`src/rtl/fifo_read_rr_arbiter_if.sv`:
```
// Bundle of the FIFO read handshake and per-consumer signals for the
// round-robin FIFO read arbiter. The slave modport is the arbiter's view;
// the master modport is the view of whatever drives it.
interface fifo_read_rr_arbiter_if #(
    parameter int NUM_CONS       = 4,
    parameter int DATA_W         = 32,
    parameter int BURST_CNT_BITS = 5
);
    logic                      i_fifo_valid;
    logic [DATA_W-1:0]         i_fifo_data;
    logic                      o_fifo_dready;
    logic [NUM_CONS-1:0]       i_req;
    logic [NUM_CONS-1:0]       i_cons_dready;
    logic [NUM_CONS-1:0]       o_cons_valid;
    logic [DATA_W-1:0]         o_cons_data;
    logic [NUM_CONS-1:0]       o_grant;
    logic                      o_busy;
    logic [BURST_CNT_BITS-1:0] o_beat_cnt;

    modport slave (
        input  i_fifo_valid, i_fifo_data, i_req, i_cons_dready,
        output o_fifo_dready, o_cons_valid, o_cons_data, o_grant, o_busy, o_beat_cnt
    );

    modport master (
        output i_fifo_valid, i_fifo_data, i_req, i_cons_dready,
        input  o_fifo_dready, o_cons_valid, o_cons_data, o_grant, o_busy, o_beat_cnt
    );
endinterface

```
`src/rtl/fifo_read_rr_arbiter.sv`:
```
// Round-robin, burst-limited sharing of one FIFO read port among NUM_CONS
// consumers. Data is routed combinationally; the grant is registered and
// sequenced IDLE -> BURST -> RELEASE -> IDLE.
module fifo_read_rr_arbiter #(
    parameter int NUM_CONS       = 4,
    parameter int DATA_W         = 32,
    parameter int BURST_MAX      = 16,
    parameter int BURST_CNT_BITS = 5
) (
    input  logic                   rd_clk,
    input  logic                   rd_rst_n,
    fifo_read_rr_arbiter_if.slave  bus
);
    localparam int PTR_W = (NUM_CONS > 1) ? $clog2(NUM_CONS) : 1;
    localparam logic [PTR_W:0] NC_W = (PTR_W + 1)'(NUM_CONS);
    localparam logic [BURST_CNT_BITS-1:0] LAST_BEAT = BURST_CNT_BITS'(BURST_MAX - 1);

    localparam logic [1:0] S_IDLE    = 2'd0;
    localparam logic [1:0] S_BURST   = 2'd1;
    localparam logic [1:0] S_RELEASE = 2'd2;

    logic [1:0]                r_state;
    logic [NUM_CONS-1:0]       r_grant;
    logic [PTR_W-1:0]          r_gidx;
    logic [PTR_W-1:0]          r_rr_ptr;
    logic [BURST_CNT_BITS-1:0] r_beat_cnt;

    logic [PTR_W-1:0]    w_cand [NUM_CONS];
    logic [PTR_W-1:0]    w_next_idx;
    logic [NUM_CONS-1:0] w_next_onehot;
    logic                w_any_req;
    logic [PTR_W:0]      w_ptr_inc;
    logic [PTR_W-1:0]    w_ptr_next;
    logic                w_in_burst;
    logic                w_req_g;
    logic                w_rdy_g;
    logic                w_pop;
    logic                w_beat;
    logic                w_end_burst;
    logic [DATA_W-1:0]   w_data;

    // Candidate index at each round-robin offset from the pointer, wrapped mod NUM_CONS
    genvar gi;
    for (gi = 0; gi < NUM_CONS; gi++) begin : g_cand
        logic [PTR_W:0] w_sum;
        assign w_sum      = {1'b0, r_rr_ptr} + (PTR_W + 1)'(gi);
        assign w_cand[gi] = (w_sum >= NC_W) ? PTR_W'(w_sum - NC_W) : PTR_W'(w_sum);
    end

    // Pick the requester closest to the pointer; scanning backwards lets the nearest win
    always_comb begin
        w_next_idx = '0;
        for (int k = NUM_CONS - 1; k >= 0; k--) begin
            if (bus.i_req[w_cand[k]]) begin
                w_next_idx = w_cand[k];
            end
        end
    end

    for (gi = 0; gi < NUM_CONS; gi++) begin : g_onehot
        assign w_next_onehot[gi] = (w_next_idx == PTR_W'(gi));
    end

    assign w_any_req  = |bus.i_req;
    assign w_ptr_inc  = {1'b0, r_gidx} + (PTR_W + 1)'(1);
    assign w_ptr_next = (w_ptr_inc >= NC_W) ? '0 : PTR_W'(w_ptr_inc);

    // Handshake steering for the granted consumer; everything is gated off outside BURST
    assign w_in_burst  = (r_state == S_BURST);
    assign w_req_g     = bus.i_req[r_gidx];
    assign w_rdy_g     = bus.i_cons_dready[r_gidx];
    assign w_pop       = w_in_burst & w_req_g & w_rdy_g;
    assign w_beat      = w_pop & bus.i_fifo_valid;
    assign w_end_burst = (w_beat && (r_beat_cnt == LAST_BEAT)) || !w_req_g;

    assign w_data            = bus.i_fifo_data;
    assign bus.o_cons_data   = w_data;
    assign bus.o_fifo_dready = w_pop;
    assign bus.o_cons_valid  = r_grant & {NUM_CONS{w_in_burst & bus.i_fifo_valid & w_req_g}};
    assign bus.o_grant       = r_grant;
    assign bus.o_busy        = (r_state == S_BURST) || (r_state == S_RELEASE);
    assign bus.o_beat_cnt    = r_beat_cnt;

    // Grant sequencing: arbitrate in IDLE, count beats in BURST, advance pointer in RELEASE
    always_ff @(posedge rd_clk or negedge rd_rst_n) begin
        if (!rd_rst_n) begin
            r_state    <= S_IDLE;
            r_grant    <= '0;
            r_gidx     <= '0;
            r_rr_ptr   <= '0;
            r_beat_cnt <= '0;
        end else begin
            case (r_state)
                S_IDLE: begin
                    if (w_any_req) begin
                        r_state    <= S_BURST;
                        r_grant    <= w_next_onehot;
                        r_gidx     <= w_next_idx;
                        r_beat_cnt <= '0;
                    end
                end
                S_BURST: begin
                    if (w_beat) begin
                        r_beat_cnt <= r_beat_cnt + BURST_CNT_BITS'(1);
                    end
                    if (w_end_burst) begin
                        r_state <= S_RELEASE;
                        r_grant <= '0;
                    end
                end
                S_RELEASE: begin
                    r_rr_ptr   <= w_ptr_next;
                    r_beat_cnt <= '0;
                    r_state    <= S_IDLE;
                end
                default: begin
                    r_state <= S_IDLE;
                    r_grant <= '0;
                end
            endcase
        end
    end
endmodule

```
`src/flat_wrapper.sv`:
```
// flat-port wrapper written by rule: the top's interface ports become plain ports
module fifo_read_rr_arbiter_flat 
#(
    parameter int NUM_CONS       = 4,
    parameter int DATA_W         = 32,
    parameter int BURST_MAX      = 16,
    parameter int BURST_CNT_BITS = 5
)
  (rd_clk, rd_rst_n, bus_i_fifo_valid, bus_i_fifo_data, bus_i_req, bus_i_cons_dready, bus_o_fifo_dready, bus_o_cons_valid, bus_o_cons_data, bus_o_grant, bus_o_busy, bus_o_beat_cnt);
  fifo_read_rr_arbiter_if #(.NUM_CONS(NUM_CONS), .DATA_W(DATA_W), .BURST_CNT_BITS(BURST_CNT_BITS)) bus_i ();
  input  logic rd_clk;
  input  logic rd_rst_n;
  input wire logic [$bits(bus_i.i_fifo_valid)-1:0] bus_i_fifo_valid;
  input wire logic [$bits(bus_i.i_fifo_data)-1:0] bus_i_fifo_data;
  input wire logic [$bits(bus_i.i_req)-1:0] bus_i_req;
  input wire logic [$bits(bus_i.i_cons_dready)-1:0] bus_i_cons_dready;
  output wire logic [$bits(bus_i.o_fifo_dready)-1:0] bus_o_fifo_dready;
  output wire logic [$bits(bus_i.o_cons_valid)-1:0] bus_o_cons_valid;
  output wire logic [$bits(bus_i.o_cons_data)-1:0] bus_o_cons_data;
  output wire logic [$bits(bus_i.o_grant)-1:0] bus_o_grant;
  output wire logic [$bits(bus_i.o_busy)-1:0] bus_o_busy;
  output wire logic [$bits(bus_i.o_beat_cnt)-1:0] bus_o_beat_cnt;
  assign bus_i.i_fifo_valid = bus_i_fifo_valid;
  assign bus_i.i_fifo_data = bus_i_fifo_data;
  assign bus_i.i_req = bus_i_req;
  assign bus_i.i_cons_dready = bus_i_cons_dready;
  assign bus_o_fifo_dready = bus_i.o_fifo_dready;
  assign bus_o_cons_valid = bus_i.o_cons_valid;
  assign bus_o_cons_data = bus_i.o_cons_data;
  assign bus_o_grant = bus_i.o_grant;
  assign bus_o_busy = bus_i.o_busy;
  assign bus_o_beat_cnt = bus_i.o_beat_cnt;
  fifo_read_rr_arbiter #(.NUM_CONS(NUM_CONS), .DATA_W(DATA_W), .BURST_MAX(BURST_MAX), .BURST_CNT_BITS(BURST_CNT_BITS)) u_core (.rd_clk(rd_clk), .rd_rst_n(rd_rst_n), .bus(bus_i));
endmodule
```
`config.mk`:
```
export PLATFORM = sky130hd
export DESIGN_NAME = fifo_read_rr_arbiter_flat
export DESIGN_NICKNAME = d
export VERILOG_FILES = /design/src/rtl/fifo_read_rr_arbiter_if.sv /design/src/rtl/fifo_read_rr_arbiter.sv /design/src/flat_wrapper.sv
export SDC_FILE = /design/constraint.sdc
export NUM_CORES = 1
export LEC_CHECK = 0
export CAP_MARGIN = 40
export CORE_ASPECT_RATIO = 0.5
export CORE_UTILIZATION = 30
export DETAILED_ROUTE_END_ITERATION = 7
export GPL_TIMING_DRIVEN = 0
export HOLD_SLACK_MARGIN = 0.06
export PLACE_DENSITY_LB_ADDON = 0.3
export SLEW_MARGIN = 20
export SYNTH_ARGS = -nofsm -noshare
export SYNTH_HDL_FRONTEND = slang
export SYNTH_SLANG_ARGS = --single-unit
```
`constraint.sdc`:
```
create_clock -name rd_clk -period 1.74 [get_ports rd_clk]
set_input_delay 0.348 -clock rd_clk [delete_from_list [all_inputs] [get_ports rd_clk]]
set_output_delay 0.348 -clock rd_clk [all_outputs]
set_load 0.1 [all_outputs]
```
======== Word level (Yosys, flattened, before mapping) ========
Cells that the tools add are included.
cells by class
  mux-type cells .......................... 30
  order comparisons ....................... 10
  add/subtract/negate cells ............... 9
  bitwise logic cells ..................... 7
  reduce and logical (&&, ||, !) cells .... 12
  equality and inequality tests ........... 9
operator list
  cell                                                        count
  two-way mux 2 bit                                           11
  less-than comparator 2 x 3 -> 1 bit, second input constant  5
  one-hot mux 5 bit (3 select lines)                          1
  binary-select mux 1 bit (select 2 bit)                      6
  greater-or-equal comparator 3 bit, second input constant    4
  one-hot mux 4 bit (3 select lines)                          1
  two-way mux 5 bit                                           2
  two-way mux 4 bit                                           2
  subtractor 2 x 1 -> 2 bit, second input constant            4
  adder 2 x 1 -> 3 bit, second input constant                 2
  adder 2 x 2 -> 3 bit, second input constant                 2
  == test 2 bit, second input constant                        3
  two-way mux 1 bit                                           6
  AND reduction 3 bit                                         2
  adder 5 x 1 -> 5 bit, second input constant                 1
  AND 1 bit                                                   5
  == test 5 x 4 -> 1 bit, second input constant               1
  AND 4 bit                                                   1
  == test 2 x 1 -> 1 bit, second input constant               2
  logical NOT 2 bit                                           2
  != test 2 bit, second input constant                        2
  one-hot mux 2 bit (2 select lines)                          1
  AND reduction 2 bit                                         2
  OR reduction 4 bit                                          1
  7 further kinds                                             8
storage, ports and cells
  output and inout bits ................... 47
  logic and storage cells ................. 82
  input port bits ......................... 43
  register bits ........................... 15

======== Longest topological paths before layout ========
Gate-level depths: netlist of run 1.
  word-level depth ........................ 12
  depth in mapped cells ................... 8

======== Least setup slack after synthesis of run 1 ========
OpenSTA, ideal clock, no wires.
  path kind ............................... register to output
  from .................................... register u_core.r_state[1]
  to ...................................... output bus_o_fifo_dready
  arrival ................................. 2.354 ns
  cell stages (with the launch flop) ...... 7
  setup slack ............................. -0.962 ns
  cells stage by stage .................... dfrtp_1 -> inv_1 -> ha_1 -> clkbuf_2 -> nand2_1 -> o22a_1 -> nor2b_1
between the ends
  word-level cells in the longest chain between the ends .. 3
RTL lines
  item                      line                         source
  start: declaration        fifo_read_rr_arbiter.sv:22   logic [1:0] r_state;
  start signal: assignment  fifo_read_rr_arbiter.sv:87   r_state <= S_IDLE;
  start signal: assignment  fifo_read_rr_arbiter.sv:96   r_state <= S_BURST;
  start signal: assignment  fifo_read_rr_arbiter.sv:107  r_state <= S_RELEASE;
  == test 2 x 1 -> 1 bit    fifo_read_rr_arbiter.sv:69   assign w_in_burst = (r_state == S_BURST);
  AND 1 bit (2 in a row)    fifo_read_rr_arbiter.sv:72   assign w_pop = w_in_burst & w_req_g & w_rdy_g;
  end: declaration          flat_wrapper.sv:17           output wire logic [$bits(bus_i.o_fifo_dready)-1:0] bus_o_fifo_dready;
Every way passes these cells.

======== Worst setup path after layout of run 1 ========
  from .................................... register u_core.r_state[1]
  to ...................................... output bus_o_cons_valid[1]
between the ends
  word-level cells in the longest chain between the ends .. 4
RTL lines
  item                    line                        source
  == test 2 x 1 -> 1 bit  fifo_read_rr_arbiter.sv:69
  AND 1 bit (2 in a row)  fifo_read_rr_arbiter.sv:79  assign bus.o_cons_valid = r_grant & {NUM_CONS{w_in_burst & bus.i_fifo_valid & w_req_g}};
  AND 4 bit               fifo_read_rr_arbiter.sv:79
  end: declaration        flat_wrapper.sv:18          output wire logic [$bits(bus_i.o_cons_valid)-1:0] bus_o_cons_valid;
Every way passes these cells.

==> flow_summary.yaml, run 1 <==
floorplanning:
  die_area_mm2: 0.00435
  fp.dieH_um: 47.2
  placement_row_count: 15
  effective_utilization_at_floorplan_pct: 33.4
  die_w_um: 92.3
  boundaryPins: 90
  coreArea_mm2: 0.00366
cts:
  cts_buffer_depth: 2
  tritoncts_num_sinks: 15
  worst_setup_hold_path_clk_slew_ns: 0.07
  cts_hold_buf: 0
  clk-insertion-delay-late_ns: 0.26
  clock_tree_from_tritoncts: "done"
  cts-root-buf: "sky130_fd_sc_hd__clkbuf_8"
  numCtsBuffers: 3
  ctsHtreeMaxLevel: 1
timing:
  final_critical_path_setup_slack_ns: -0.344
  fin_setup_tns_ns: -3.45
  finalMaxSlewViolations: 0
  worst_clock_skew_ns: 0.00314
  rsz0062_at_grt: "true"
  period_minus_slack_ns: 2.08
  maxSlewHeadroom_pct: 52.2
  worst-slew-pin-transition_ns: 0.715
  maxClockFrequency_mhz: 480
  setup_viol: 15
  timing.final.hold_violations: 0
  final_min_period_over_clock_period_pct: 120
  hold_slack_ns: 0.508
setup_path:
  path_common_cell: "sky130_fd_sc_hd__buf_6"
  cp_cell_sequence: "inv_2, ha_4, nand3b_1, o22ai_2, buf_6, buf_6, and2_4, buf_12"
  regToRegSetupSlack_ns: -0.28
  critical-path-max-stage-delay_ns: 0.39
  setup.worst_path.start_class: "register"
  required_ns: 1.39
  path_max_fanout: 4
  setup.worst_path.class: "register to primary output"
  cp_data_arrival_time_ns: 1.74
  critical_path.top_delay_family: "buffers and inverters"
  worst_path_max_delay_cell: "sky130_fd_sc_hd__dfrtp_1"
  kind_of_end_point_of_the_critical_path: "primary output"
  count_of_buffer_and_inverter_cells_on_the_critical_path: 4
synth:
  synth_seq_cells: 15
  count_of_flip_flops_with_a_built_in_enable_after_synthesis: 0
  synth_ff_type: "sky130_fd_sc_hd__dfrtp_1"
  simple_gate_fraction_of_synth_area_pct: 15.6
  synth_async_sr_flop_share_pct: 100
  synthesis.area_per_instance_um2: 9.56
  synth_sequential_area_ratio_pct: 30.7
  syn-num-nets: 178
  synthesis.instances: 128
  synth.area.mux_share_pct: 11.8
  main_combinational_cell_family_by_area_after_synthesis: "buffers and inverters"
  synth_cell_type_count: 38
  ys.warnings.count: 0
  synth_compound_area_share_pct: 12.0
  synth-adder-area-share_pct: 7.16
  mappedNetlistArea_mm2: 0.00122
  synthXorXnorAreaFrac_pct: 0
finish:
  share_of_post_route_cells_with_drive_strength_above_1_pct: 55.4
  number_of_standard_cells_in_the_final_layout_excluding_fillers: 293
  final_net_count: 293
  final_util_pct: 78.4
  flow.area_growth_from_synthesis_pct: 135
  diodes: 0
routing:
  remaining_drc_errors: 0
  ant_nets: 0
  routedWlPerCell_um: 14.1
  dr.pass1.iters: 4
  drt-met1-wl_mm: 1.64
  drtIter0Drc: 19
  wl_met2_mm: 2.11
  wirelength_mm: 4.13
  top_layer: "met4"
  vias: 1311
  met3_routed_length_um: 337
  vias_per_cell: 4.47
power_and_ir_drop:
  p_per_area_mw_per_mm2: 1270
  finalPower_w: 0.00365
  worst_ir_drop_vdd_v: 0.00141
  p_leak_nw: 1.37
status:
  run_status: "finished, violations left"
  failed_checks: "negative setup slack"
placement:
  port_buffers: 57
  post_detailed_placement_half_perimeter_wirelength_mm: 2.95
  placed_cells_incl_taps: 283
  place.gp.congestion: 0.767
grt:
  grt_pass1_wl_mm: 5.68
  gr-total-overflow: 0
  grt_use_total_pct: 17.8
  number_of_global_route_vias_before_repair: 1234
  initial_antenna_violation_count: 0
  maximum_number_of_pins_on_one_net_before_global_route_repair: 16
hold_path:
  holdCritPathClass: "input port to async pin"
run:
  max-cap-violations: 0
-- path summary, 6_finish.rpt --
path,endpoint,depth (start not counted),start
min,u_core.bus.o_grant[1]$_DFFE_PN0P_,1,rd_rst_n
min in group rd_clk,u_core.bus.o_beat_cnt[2]$_DFFE_PN0P_,1,u_core.bus.o_beat_cnt[2]$_DFFE_PN0P_
max reg2reg,u_core.bus.o_beat_cnt[3]$_DFFE_PN0P_,9,u_core.r_state[0]$_DFFE_PN0P_
max in group asynchronous,u_core.bus.o_beat_cnt[0]$_DFFE_PN0P_,1,rd_rst_n
min reg2reg,u_core.bus.o_beat_cnt[2]$_DFFE_PN0P_,1,u_core.bus.o_beat_cnt[2]$_DFFE_PN0P_
max,bus_o_cons_valid[1],8,u_core.r_state[1]$_DFFE_PN0P_
-- cell families (layout without fill, tap and decap cells) --
group           count (synthesis)  count (layout)
compound gates                 22              22
fa+ha+maj                       7               7
buf+inv                        40             154
flops                          15              15
mux                            11              11
simple gates                   33              33
-- per-stage QoR --
step                worst slack (ns)  area, um2
global route                  -0.415       2870
floorplan                     -0.233       1270
global placement               -1.22       1910
CTS                           -0.422       2800
finish                        -0.344       2870
detailed placement            -0.874       2630
-- state kept, by name, indices dropped and copies added (netlist names) --
name                   flops
u_core.bus.o_grant         4
u_core.r_gidx              2
u_core.r_rr_ptr            2
u_core.bus.o_beat_cnt      5
u_core.r_state             2
-- cell usage after synthesis (3+ instances only) --
master	n	area (um2)
sky130_fd_sc_hd__ha_1	7	87.6
sky130_fd_sc_hd__o21ai_0	6	30.0
sky130_fd_sc_hd__buf_4	32	240
sky130_fd_sc_hd__nand2_1	6	22.5
sky130_fd_sc_hd__mux2_4	4	60.1
sky130_fd_sc_hd__dfrtp_1	15	375
sky130_fd_sc_hd__mux2i_1	5	50.1
sky130_fd_sc_hd__nand2b_1	3	18.8
sky130_fd_sc_hd__and2_1	4	25.0
sky130_fd_sc_hd__a21oi_1	4	20.0
sky130_fd_sc_hd__inv_1	6	22.5
sky130_fd_sc_hd__nor2_1	4	15.0
-- cells in the final DEF (no fill, tap or decap), types with 3 or more instances in the layout --
cell	instances
sky130_fd_sc_hd__dlygate4sd2_1	5
sky130_fd_sc_hd__buf_6	5
sky130_fd_sc_hd__buf_8	34
sky130_fd_sc_hd__clkdlybuf4s50_1	41
sky130_fd_sc_hd__a21oi_1	3
sky130_fd_sc_hd__o21ai_0	6
sky130_fd_sc_hd__buf_4	41
sky130_fd_sc_hd__dfrtp_1	8
sky130_fd_sc_hd__nand2_1	5
sky130_fd_sc_hd__mux2i_1	3
sky130_fd_sc_hd__ha_1	4
sky130_fd_sc_hd__nor2_1	3
sky130_fd_sc_hd__inv_1	4
sky130_fd_sc_hd__mux2_4	4
sky130_fd_sc_hd__buf_12	12
sky130_fd_sc_hd__and2_4	5
sky130_fd_sc_hd__clkbuf_8	3
sky130_fd_sc_hd__dfrtp_2	5
sky130_fd_sc_hd__nand2b_1	3
sky130_fd_sc_hd__dlymetal6s2s_1	5
sky130_fd_sc_hd__ha_4	3
-- what timing repair did --
action	in CTS	in global routing
pin swaps	5	2
buffers inserted	12	3
endpoints found under the setup margin	19	20
gates resized for setup	34	19
-- layer usage --
layer	global-route usage (%)	up-vias
met5	0	-
met4	6.56	0
met3	5.83	4
met2	33.9	72
met1	19.6	596
li1	-	639
-- power by group --
part | internal, W | total (W) | switching, W | leakage (nW)
Combinational | 0.00121 | 0.00273 | 0.00151 | 1.16
Clock | 0.000159 | 0.000302 | 0.000143 | 0.0255
Sequential | 0.000474 | 0.000617 | 0.000143 | 0.186
Total | 0.00185 | 0.00365 | 0.00180 | 1.37
-- layout make-up --
cell class	instances	area, um2
plain buffers	32	240
clock buffers	3	41.3
clock inverters	1	5.00
fillers	209	790
inverters	6	25.0
multi-input cells	73	687
flip-flops and latches	15	389
well taps	51	63.8
repair buffers	112	1420
No activity file was read; power rests on OpenSTA's default activity.
==> inputs of run 2 (changes only) <==
Settings changed: DONT_BUFFER_PORTS from default to 1, PLACE_DENSITY_LB_ADDON 0.3 to default.
==> run 2 against run 1 <==
  * The run still ends with negative setup slack left
  * Register-to-register slack lost 0.03 ns
  * Core utilization shrank 28 points
  * Combinational power shrank 7%
  * First-iteration DRC count grew to 2.8 times the previous value
  * Via count shrank 19%
  * Sequential power grew 13%
  * Clock skew shrank 0.0025 ns
  * Non-clock buffer count shrank 79
  * Design area shrank 36%
  * Wire length shrank 26%
  * Maximum frequency grew 1.3%
  * Critical endpoint is now bus_o_fifo_dready
  * Largest cell class is now multi-input gates
==> flow_summary.yaml, run 2 (synthesized netlist as in run 1, its figures left out) <==
status:
  run_status: "finished, violations left"
  failed_checks: "negative setup slack"
placement:
  place.gp.congestion: 0.738
  port_buffers: 0
  place_area_mm2: 0.00146
  post_detailed_placement_half_perimeter_wirelength_mm: 2.06
  pre_cts_ws_ns: -0.347
setup_path:
  setup.worst_path.start_class: "register"
  regToRegSetupSlack_ns: -0.31
  cp_cell_sequence: "inv_2, ha_4, nand2_2, o22a_1, nor2b_4"
  setup.worst_path.class: "register to primary output"
  worst-r2r-cell-count: 6
  worst_path_max_delay_cell: "sky130_fd_sc_hd__nor2b_4"
  cp_data_arrival_time_ns: 1.71
  required_ns: 1.39
  reg2reg_from: "u_core.bus.o_beat_cnt[0]$_DFFE_PN0P_"
  critical-path-max-stage-delay_ns: 0.52
  timing.rr.end: "u_core.bus.o_grant[2]$_DFFE_PN0P_"
  path_max_fanout: 6
  kind_of_end_point_of_the_critical_path: "primary output"
finish:
  most_common_library_cell_in_the_layout_ignoring_fill_and_taps: "sky130_fd_sc_hd__buf_4"
  final_net_count: 214
  share_of_post_route_cells_with_drive_strength_above_1_pct: 62.6
  diodes: 0
  flow.area_growth_from_synthesis_pct: 49.6
  postLayoutCellArea_mm2: 0.00183
  layout.cells.most_common_list: "sky130_fd_sc_hd__buf_4 (49), sky130_fd_sc_hd__dfrtp_1 (8), sky130_fd_sc_hd__buf_6 (7)"
  largest_reg_flops: 5
  ff_latch_area_um2: 392
  nFillCells: 296
  multiInputGateArea_um2: 723
timing:
  worst-slew-pin-transition_ns: 0.725
  fin_setup_tns_ns: -3.34
  rsz0062_at_grt: "true"
  period_minus_slack_ns: 2.06
  hold_slack_ns: 0.481
  maxClockFrequency_mhz: 486
  setup_viol: 15
  final_min_period_over_clock_period_pct: 118
  timing.final.hold_violations: 0
  maxSlewHeadroom_pct: 51.5
  final_critical_path_setup_slack_ns: -0.317
  finalMaxSlewViolations: 0
  worst_clock_skew_ns: 0.000673
hold_path:
  min_to: "u_core.r_gidx[0]$_DFFE_PN0P_"
  hold_path_depth: 2
  min-delay-start: "bus_i_req[0]"
  holdCritPathClass: "input port to register"
floorplanning:
  boundaryPins: 90
  effective_utilization_at_floorplan_pct: 33.4
  die_w_um: 92.3
  die_area_mm2: 0.00435
  coreArea_mm2: 0.00366
  placement_row_count: 15
  fp.dieH_um: 47.2
routing:
  routedWlPerCell_um: 14.2
  vias: 1067
  wirelength_mm: 3.05
  remaining_drc_errors: 0
  drtIter0Drc: 54
  ant_nets: 0
  vias_per_cell: 4.99
  dr.pass1.iters: 6
cts:
  numCtsBuffers: 3
  ctsHtreeMaxLevel: 1
  clock_tree_from_tritoncts: "done"
  worst_setup_hold_path_clk_slew_ns: 0.06
  tritoncts_num_sinks: 15
  cts_buffer_depth: 2
  cts-root-buf: "sky130_fd_sc_hd__clkbuf_8"
  clk-insertion-delay-late_ns: 0.25
power_and_ir_drop:
  p_leak_nw: 0.823
  worst_ir_drop_vdd_v: 0.000585
  p_per_area_mw_per_mm2: 1930
  finalPower_w: 0.00353
grt:
  grt_pass1_wl_mm: 4.28
  initial_antenna_violation_count: 0
  grt_use_total_pct: 13.2
  maximum_number_of_pins_on_one_net_before_global_route_repair: 16
  number_of_global_route_vias_before_repair: 914
  gr-total-overflow: 0
run:
  max-cap-violations: 0
[run 2: layer usage]
layer	GRT usage (%)	up-vias	part of all wire (%)
met2	24.4	74	52
li1	-	479	-
met5	0	-	0
met3	5.66	4	9.2
met4	6.25	0	1.6
met1	13.9	510	38
[run 2: area by class of cell]
| cell class | instances | area share (%) |
|---|---|---|
| plain buffers | 32 | 13.1 |
| clock buffers | 4 | 2.46 |
| inverters | 6 | 1.37 |
| multi-input cells | 73 | 39.5 |
| flip-flops and latches | 15 | 21.4 |
| well taps | 51 | 3.49 |
| repair buffers | 33 | 18.7 |
[run 2: worst max path at each step]
stage,start,endpoint,slack [ns],depth (start not counted)
2_1_floorplan,u_core.bus.o_beat_cnt[1]$_DFFE_PN0P_,u_core.bus.o_grant[0]$_DFFE_PN0P_,-0.23,6
3_3_place_gp,u_core.bus.o_beat_cnt[0]$_DFFE_PN0P_,u_core.bus.o_grant[0]$_DFFE_PN0P_,-0.36,6
3_5_place_dp,u_core.bus.o_beat_cnt[0]$_DFFE_PN0P_,u_core.bus.o_grant[1]$_DFFE_PN0P_,-0.35,6
4_1_cts,u_core.r_state[1]$_DFFE_PN0P_,bus_o_fifo_dready,-0.38,6
5_1_grt,u_core.r_state[1]$_DFFE_PN0P_,bus_o_fifo_dready,-0.37,5
6_report,u_core.r_state[1]$_DFFE_PN0P_,bus_o_fifo_dready,-0.32,5
[run 2: power by group]
group | total, W | switching, W | internal [W] | leakage, nW
clock | 0.000297 | 0.000134 | 0.000163 | 0.0228
sequential | 0.000697 | 0.000225 | 0.000473 | 0.186
combinational | 0.00254 | 0.00144 | 0.00110 | 0.614
total | 0.00353 | 0.00180 | 0.00174 | 0.823
[run 2: critical path, delay by kind of cell, from the launching register on]
family                     cells  cell delay [ns]
adders and majority gates      1             0.17
DFF                            1             0.40
and+or+nand+nor                2             0.57
AOI/OAI and AO/OA              1             0.23
buffers and inverters          1             0.08
[run 2: timing repair]
item | CTS | global route
hold buffers | 1 | 0
buffers inserted | 10 | 14
resized for setup | 31 | 10
endpoints found under the hold margin | 15 | 0
setup endpoints to repair | 17 | 16
pin swaps | 11 | 8
[run 2: stage by stage]
| stage | util, % | std cells |
|---|---|---|
| floorplan | - | 128 |
| global placement | 36.6 | 179 |
| detailed placement | 40.0 | 187 |
| CTS | 46.5 | 201 |
| global route | 50.0 | 214 |
| finish | 50.0 | 214 |
==> inputs of run 3 (changes only) <==
Settings changed: CAP_MARGIN 40 to default.
==> run 3 against run 2 <==
  * The run still ends with negative setup slack left
  * Final cell count decreased by 9.3%
  * Critical path depth is the same
  * Sequential power up 38%
  * Die area unchanged
  * Highest routed layer unchanged
  * Wire length decreased by 14%
  * Largest cell class unchanged
  * Global-route usage down 1.2 points
==> flow_summary.yaml, run 3 (synthesized netlist as in run 1, its figures left out) <==
timing:
  setup_viol: 15
  period_minus_slack_ns: 2.06
  finalMaxSlewViolations: 0
  rsz0062_at_grt: "true"
  final_critical_path_setup_slack_ns: -0.317
  final_min_period_over_clock_period_pct: 118
  timing.final.hold_violations: 0
  worst_clock_skew_ns: 0.00276
  hold_slack_ns: 0.439
  maxClockFrequency_mhz: 486
  worst-slew-pin-transition_ns: 0.693
  maxSlewHeadroom_pct: 53.7
setup_path:
  kind_of_end_point_of_the_critical_path: "register"
  path_max_fanout: 4
  worst_path_max_delay_cell: "sky130_fd_sc_hd__dfrtp_2"
  regToRegSetupSlack_ns: -0.32
  required_ns: 1.88
  setup.worst_path.class: "register to register"
  critical-path-max-stage-delay_ns: 0.73
  cp_cell_sequence: "and3_4, ha_4, a31oi_4, or3_4, mux2_4"
  cp_data_arrival_time_ns: 2.19
  setup.worst_path.start_class: "register"
  worst-r2r-cell-count: 5
routing:
  vias_per_cell: 4.94
  wirelength_mm: 2.63
  drtIter0Drc: 28
  ant_nets: 0
  remaining_drc_errors: 0
  vias: 959
  dr.pass1.iters: 6
  routedWlPerCell_um: 13.6
cts:
  clk-insertion-delay-late_ns: 0.25
  cts_buffer_depth: 2
  ctsHtreeMaxLevel: 1
  worst_setup_hold_path_clk_slew_ns: 0.07
  clock_tree_from_tritoncts: "done"
  tritoncts_num_sinks: 15
  cts-root-buf: "sky130_fd_sc_hd__clkbuf_8"
  numCtsBuffers: 3
floorplanning:
  boundaryPins: 90
  fp.dieH_um: 47.2
  coreArea_mm2: 0.00366
  die_area_mm2: 0.00435
  die_w_um: 92.3
  placement_row_count: 15
  effective_utilization_at_floorplan_pct: 33.4
finish:
  ff_latch_area_um2: 398
  number_of_standard_cells_in_the_final_layout_excluding_fillers: 194
  flow.area_growth_from_synthesis_pct: 32.2
  diodes: 0
  nFillCells: 342
  final_util_pct: 44.2
  layout.cells.most_common_list: "sky130_fd_sc_hd__buf_4 (40), sky130_fd_sc_hd__dfrtp_2 (9), sky130_fd_sc_hd__inv_1 (5), sky130_fd_sc_hd__and2_4 (5)"
  share_of_post_route_cells_with_drive_strength_above_1_pct: 65.0
  largest_reg_flops: 5
  most_common_library_cell_in_the_layout_ignoring_fill_and_taps: "sky130_fd_sc_hd__buf_4"
  multiInputGateArea_um2: 732
  final_net_count: 194
power_and_ir_drop:
  p_per_area_mw_per_mm2: 1860
  p_leak_nw: 0.705
  worst_ir_drop_vdd_v: 0.000556
placement:
  post_detailed_placement_half_perimeter_wirelength_mm: 1.93
  place.gp.congestion: 0.738
  pre_cts_ws_ns: -0.354
  port_buffers: 0
  placed_cells_incl_taps: 179
grt:
  grt_pass1_wl_mm: 3.88
  number_of_global_route_vias_before_repair: 807
  grt_use_total_pct: 12.1
  gr-total-overflow: 0
  initial_antenna_violation_count: 0
  maximum_number_of_pins_on_one_net_before_global_route_repair: 16
status:
  failed_checks: "negative setup slack"
  run_status: "finished, violations left"
hold_path:
  holdCritPathClass: "input port to register"
  hold_path_depth: 3
run:
  max-cap-violations: 0
## run 3: cell count changes in the layout (fill, tap and decap cells not counted), moves of 3 or more
cell	change
sky130_fd_sc_hd__buf_6	-3
sky130_fd_sc_hd__buf_1	-4
sky130_fd_sc_hd__buf_4	-9
sky130_fd_sc_hd__dfrtp_2	+5
sky130_fd_sc_hd__dfrtp_1	-5
sky130_fd_sc_hd__buf_16	-4
## run 3: repair_timing
action / in CTS / in global routing
hold buffers: 1 / 0
hold endpoints to repair: 15 / 0
buffers inserted: 7 / 5
endpoints found under the setup margin: 17 / 16
pin swaps: 3 / 9
gates resized for setup: 23 / 21
## run 3: metrics by stage
| step | area, um2 | TNS (ns) | power [W] |
|---|---|---|---|
| floorplan | 1270 | -1.78 | 0.00218 |
| global placement | 1340 | -3.67 | 0.00232 |
| detailed placement | 1340 | -4.06 | 0.00234 |
| CTS | 1530 | -3.44 | 0.00291 |
| global route | 1620 | -3.78 | 0.00317 |
| finish | 1620 | -2.87 | 0.00301 |
## run 3: worst paths after layout
| path | start | to |
|---|---|---|
| max reg2reg | u_core.bus.o_beat_cnt[3]$_DFFE_PN0P_ | u_core.bus.o_grant[0]$_DFFE_PN0P_ |
| min in group asynchronous | rd_rst_n | u_core.r_rr_ptr[0]$_DFFE_PN0P_ |
| max | u_core.bus.o_beat_cnt[3]$_DFFE_PN0P_ | u_core.bus.o_grant[0]$_DFFE_PN0P_ |
| max in group asynchronous | rd_rst_n | u_core.bus.o_beat_cnt[1]$_DFFE_PN0P_ |
| min reg2reg | u_core.r_gidx[1]$_DFFE_PN0P_ | u_core.r_gidx[1]$_DFFE_PN0P_ |
| min | bus_i_req[2] | u_core.r_state[0]$_DFFE_PN0P_ |
## run 3: worst max-delay path: cells and delay by family, from the launching register on
| family | cells | cell delay, ns |
|---|---|---|
| muxes | 1 | 0.31 |
| DFF | 1 | 0.73 |
| AOI/OAI and AO/OA | 1 | 0.09 |
| and+or+nand+nor | 2 | 0.67 |
| adders and majority gates | 1 | 0.13 |
## run 3: metal layers
layer,GRT usage [%],wire length (um),up-vias
li1,-,-,441
met2,22.4,1310,74
met3,4.85,258,4
met5,0,0,-
met4,3.75,27,0
met1,13.4,1030,440
## run 3: final cells by class
cell class,count,area share (%)
plain buffers,33,15.5
clock inverters,1,0.309
repair buffers,12,6.42
inverters,6,1.39
multi-input cells,73,45.2
flip-flops and latches,15,24.6
clock buffers,3,2.55
well taps,51,3.94
## run 3: where the power goes
group          internal (W)  switching, W
clock              0.000159      0.000134
combinational      0.000711       0.00104
sequential         0.000477      0.000487
total               0.00135       0.00166
